## src/rtl/wb_host_seq.sv

```systemverilog
// Single-outstanding Wishbone classic initiator: valid/ready commands in, one response out.
// Optional bus timeout/abort is enabled by defining WB_HOST_TIMEOUT_EN.
module wb_host_seq #(
  parameter int unsigned TIMEOUT_CYCLES = 64,
  parameter int unsigned TXN_CNT_W      = 16
) (
  input  logic                 wb_clk_i,
  input  logic                 wb_rst_ni,
  input  logic                 cmd_valid_i,
  output logic                 cmd_ready_o,
  input  logic                 cmd_we_i,
  input  logic [31:0]          cmd_adr_i,
  input  logic [31:0]          cmd_dat_i,
  input  logic [3:0]           cmd_sel_i,
  output logic                 rsp_valid_o,
  input  logic                 rsp_ready_i,
  output logic [31:0]          rsp_dat_o,
  output logic                 rsp_err_o,
  output logic                 wbm_cyc_o,
  output logic                 wbm_stb_o,
  output logic                 wbm_we_o,
  output logic [3:0]           wbm_sel_o,
  output logic [31:0]          wbm_adr_o,
  output logic [31:0]          wbm_dat_o,
  input  logic [31:0]          wbm_dat_i,
  input  logic                 wbm_ack_i,
  output logic                 busy_o,
  output logic [TXN_CNT_W-1:0] txn_cnt_o
);

  typedef enum logic [1:0] {StIdle, StBus, StResp} state_e;

  localparam logic [TXN_CNT_W-1:0] TxnOne = {{(TXN_CNT_W-1){1'b0}}, 1'b1};

  state_e                 state_q;
  logic                   cyc_q;
  logic                   we_q;
  logic [31:0]            adr_q;
  logic [31:0]            dat_q;
  logic [3:0]             sel_q;
  logic                   rsp_valid_q;
  logic [31:0]            rsp_dat_q;
  logic                   busy_q;
  logic [TXN_CNT_W-1:0]   txn_q;

`ifdef WB_HOST_TIMEOUT_EN
  localparam logic [15:0] ToLast = 16'(TIMEOUT_CYCLES - 1);
  logic [15:0] to_cnt_q;
  logic        rsp_err_q;
`endif

  always_ff @(posedge wb_clk_i or negedge wb_rst_ni) begin
    if (!wb_rst_ni) begin
      state_q     <= StIdle;
      cyc_q       <= 1'b0;
      we_q        <= 1'b0;
      adr_q       <= '0;
      dat_q       <= '0;
      sel_q       <= '0;
      rsp_valid_q <= 1'b0;
      rsp_dat_q   <= '0;
      busy_q      <= 1'b0;
      txn_q       <= '0;
`ifdef WB_HOST_TIMEOUT_EN
      to_cnt_q    <= '0;
      rsp_err_q   <= 1'b0;
`endif
    end else begin
      unique case (state_q)
        StIdle: begin
          if (cmd_valid_i) begin
            we_q     <= cmd_we_i;
            adr_q    <= cmd_adr_i;
            dat_q    <= cmd_dat_i;
            sel_q    <= cmd_sel_i;
            cyc_q    <= 1'b1;
            busy_q   <= 1'b1;
            state_q  <= StBus;
`ifdef WB_HOST_TIMEOUT_EN
            to_cnt_q <= '0;
`endif
          end
        end
        StBus: begin
          // Ack takes priority over timeout expiry on the same edge.
          if (wbm_ack_i) begin
            cyc_q       <= 1'b0;
            rsp_valid_q <= 1'b1;
            rsp_dat_q   <= we_q ? 32'h0 : wbm_dat_i;
            txn_q       <= txn_q + TxnOne;
            state_q     <= StResp;
`ifdef WB_HOST_TIMEOUT_EN
            rsp_err_q   <= 1'b0;
          end else if (to_cnt_q == ToLast) begin
            cyc_q       <= 1'b0;
            rsp_valid_q <= 1'b1;
            rsp_dat_q   <= 32'h0;
            rsp_err_q   <= 1'b1;
            txn_q       <= txn_q + TxnOne;
            state_q     <= StResp;
          end else begin
            to_cnt_q    <= to_cnt_q + 16'd1;
`endif
          end
        end
        StResp: begin
          if (rsp_ready_i) begin
            rsp_valid_q <= 1'b0;
            busy_q      <= 1'b0;
            state_q     <= StIdle;
          end
        end
        default: state_q <= StIdle;
      endcase
    end
  end

  assign cmd_ready_o = (state_q == StIdle);
  assign wbm_cyc_o   = cyc_q;
  assign wbm_stb_o   = cyc_q;
  assign wbm_we_o    = we_q;
  assign wbm_adr_o   = adr_q;
  assign wbm_dat_o   = dat_q;
  assign wbm_sel_o   = sel_q;
  assign rsp_valid_o = rsp_valid_q;
  assign rsp_dat_o   = rsp_dat_q;
  assign busy_o      = busy_q;
  assign txn_cnt_o   = txn_q;
`ifdef WB_HOST_TIMEOUT_EN
  assign rsp_err_o   = rsp_err_q;
`else
  assign rsp_err_o   = 1'b0;
`endif

endmodule

```

## config.mk

```make
export PLATFORM = sky130hd
export DESIGN_NAME = wb_host_seq
export DESIGN_NICKNAME = d
export VERILOG_FILES = /design/src/rtl/wb_host_seq.sv
export SDC_FILE = /design/constraint.sdc
export NUM_CORES = 1
export LEC_CHECK = 0
export ABC_AREA = 1
export CORE_ASPECT_RATIO = 2
export CORE_MARGIN = 2
export CORE_UTILIZATION = 38
export DETAILED_ROUTE_END_ITERATION = 7
export MAX_ROUTING_LAYER = met4
export PLACE_DENSITY = 0.75
export SLEW_MARGIN = 20
export SYNTH_ARGS = -nofsm -noshare
export SYNTH_HDL_FRONTEND = slang
export SYNTH_SLANG_ARGS = --single-unit
```

## constraint.sdc

```tcl
create_clock -name wb_clk_i -period 3.2 [get_ports wb_clk_i]
set_input_delay 0.96 -clock wb_clk_i [delete_from_list [all_inputs] [get_ports wb_clk_i]]
set_output_delay 0.96 -clock wb_clk_i [all_outputs]
set_load 0.05 [all_outputs]
```

==> reports/metrics.cfg <==
[logic_synthesis]
seq_area_frac_synth_pct=63.0
synth_common_cells=122 x dfrtp_1, 93 x nand2_1, 68 x mux2_2
syn_area_um2=4850
synth_cell_types=26
synth_top_area_share_pct=63.0
avgSynthCellArea_um2=12.1
synthArstFlopShare_pct=100
synth_edf_count=0
yosys_warnings=0
syn_inst=400
yosysMostFrequentCell=dfrtp_1
ys_top_cells_by_area=dfrtp_1 63%, mux2_2 16%, nand2_1 7.2%, o21ai_0 3.6%, buf_6 1.6%
ys_seq_elements=122
synth_fp_nets=507
synth_flop_cell=dfrtp_1
yosys.area.top_type=dfrtp_1

[timing]
max_freq_mhz=348
fin_tns_setup_ns=0
max_slew_margin_pct=34.1
skew_ns=0.00928
tightest_slew_ns=0.987
fin_crit_ns=2.88
slew_violations=0
rsz0062_at_grt=no
setup_viol=0
timing.final.crit_share_pct=89.9
hold_viol_final=0

[clocking]
postCtsResizedCells=0
cts_tree=built
postCtsSetupBuffers=0
cts_sinks=122
clock_path_buffers=2
clkTransAtPathRegs_ns=0.06
clkLatencyLatePin_ns=0.41
cts_root_buf=clkbuf_16
cts_buffers=17
h-tree-depth=4
cts_hold_buf=0

[drt]
drc=0
routed_wirelength_um=13300
wl_per_cell_um=16.7
vias=3824
postRouteAntennaNets=0
dr.pass1.iters=4
drt_iter0_drc=122
via_per_inst=4.80

[layout]
num-nets-final=741
drive_above_1_share_pct=17.3
final_cell_area_um2=7930
syn_to_final_growth_pct=63.5
n_antenna_cell=0

[worst_setup_path]
endpoint_kind=output pin
slowest_delay_ns=0.88
critPathMaxFanout=5
path_cells=nor2_2 > clkdlybuf4s50_1
path_class=reg -> out
r2r_start=state_q[0]
required_ns=2.24
startpoint_type=register
worstSetupStartpoint=state_q[0]
path_delay_family=buffers and inverters
crit_arrival_ns=1.92
path_buf_inv=1
slowest_stage=clkdlybuf4s50_1

[global_routing]
grt_antenna_before_repair=0
grt_start_max_net_pins=54
grt-ovfl-total=0
grt_usage_pct=20.2
grt_pass1_wl_um=20800
grt_pass1_vias=4088

[power_and_ir_drop]
p_per_area_nw_per_um2=1220
p_leak_nw=3.42
peakVddDrop_uv=730

[placement]
gp_congestion=0.820
hpwl_um=9880
placed_area_um2=7260
port_buffers=227

[floorplan]
die_y_um=164
die-width_um=83.9
row_count=58
core_area_um2=12500
dieArea_um2=13700
pin_count=229
start_util_pct=38.8

[job]
max-cap-violations=0

[min_path]
hold_class=reg -> reg
hold_start=rsp_dat_o[28]

[run_status]
outcome=finished, final reports clean

-- layout by cell type (no fill, tap or decap), types with 2 or more instances in the layout --
master,synthesis,routed
nand4_1,4,4
nor2_4,2,2
nor2_1,9,9
clkbuf_16,0,17
clkbuf_8,0,3
dfrtp_1,122,122
mux2_2,68,68
xor2_1,5,5
inv_1,18,18
buf_4,2,5
nand2_1,93,93
bufinv_16,0,5
nand3_1,9,9
clkdlybuf4s50_1,0,226
buf_12,0,3
clkinvlp_4,0,3
clkinv_2,0,2
xnor2_1,5,5
o21ai_0,35,35
-- worst min-delay path, stage by stage (launching register included) --
cell	delay, ns
dfrtp_1	0.34
nand2_1	0.05
o21ai_0	0.05
-- through the flow --
stage | instances | power, W | hold WS, ns | util, % | worst slack [ns]
after floorplan | 400 | 0.00585 | 0.566 | - | 1.31
after global placement | 765 | 0.00753 | 0.468 | 58.2 | 0.648
after detailed placement | 765 | 0.00763 | 0.475 | 58.2 | 0.612
after CTS | 797 | 0.00979 | 0.489 | 63.5 | 0.305
after global routing | 797 | 0.0101 | 0.516 | 63.5 | 0.264
final | 797 | 0.00970 | 0.481 | 63.5 | 0.323
-- cell families (layout without fill, tap and decap cells) --
| kind of cell | after synthesis | in the layout | share of synthesized area (%) |
|---|---|---|---|
| other cells | 1 | 1 | 0.0773 |
| simple gates | 123 | 123 | 10.9 |
| buf+inv | 37 | 284 | 4.13 |
| flops | 122 | 122 | 63.0 |
| xor+xnor | 10 | 10 | 1.81 |
| mux | 68 | 68 | 15.8 |
| fa+ha+maj | 1 | 1 | 0.258 |
| compound gates | 38 | 38 | 4.03 |
-- layout make-up --
cell class              count  area (um^2)
flip-flops and latches    122         3050
clock buffers              21          470
well taps                 150          188
inverters                  18         67.6
repair buffers            234         2360
fillers                   979         4560
clock inverters            11          191
multi-input cells         241         1600
-- routing by layer --
layer / vias to the layer above / wire [um] / GRT usage, %
met5: - / 0 / -
met4: 0 / 641 / 11.7
met3: 35 / 582 / 4.57
met2: 151 / 7520 / 35.3
met1: 1857 / 4590 / 20.5
li1: 1781 / - / -
-- flip-flops by register name, summed over array words and instances, names as in the netlist --
name and flops:
busy_o 1, rsp_dat_o 32, rsp_valid_o 1, state_q 2, txn_cnt_o 16, wbm_adr_o 32, wbm_cyc_o 1, wbm_dat_o 32
wbm_sel_o 4, wbm_we_o 1
-- where the power goes --
group	internal, W	switching, W	leakage, nW
Combinational	0.00177	0.00324	1.62
Clock	0.00144	0.000675	0.315
Sequential	0.00220	0.000378	1.49
Total	0.00541	0.00429	3.42
-- path summary, 6_finish.rpt --
| check | slack, ns | depth (start not counted) | to |
|---|---|---|---|
| hold reg to reg | 0.48 | 2 | rsp_dat_o[28] |
| min in group asynchronous | 0.58 | 1 | txn_cnt_o[12] |
| setup / recovery | 0.32 | 2 | cmd_ready_o |
| max in group asynchronous | 1.93 | 2 | wbm_adr_o[23] |
| setup reg to reg | 1.54 | 4 | wbm_dat_o[19] |
| hold / removal | 0.48 | 2 | rsp_dat_o[28] |
Power figures use the tool's default switching activity.
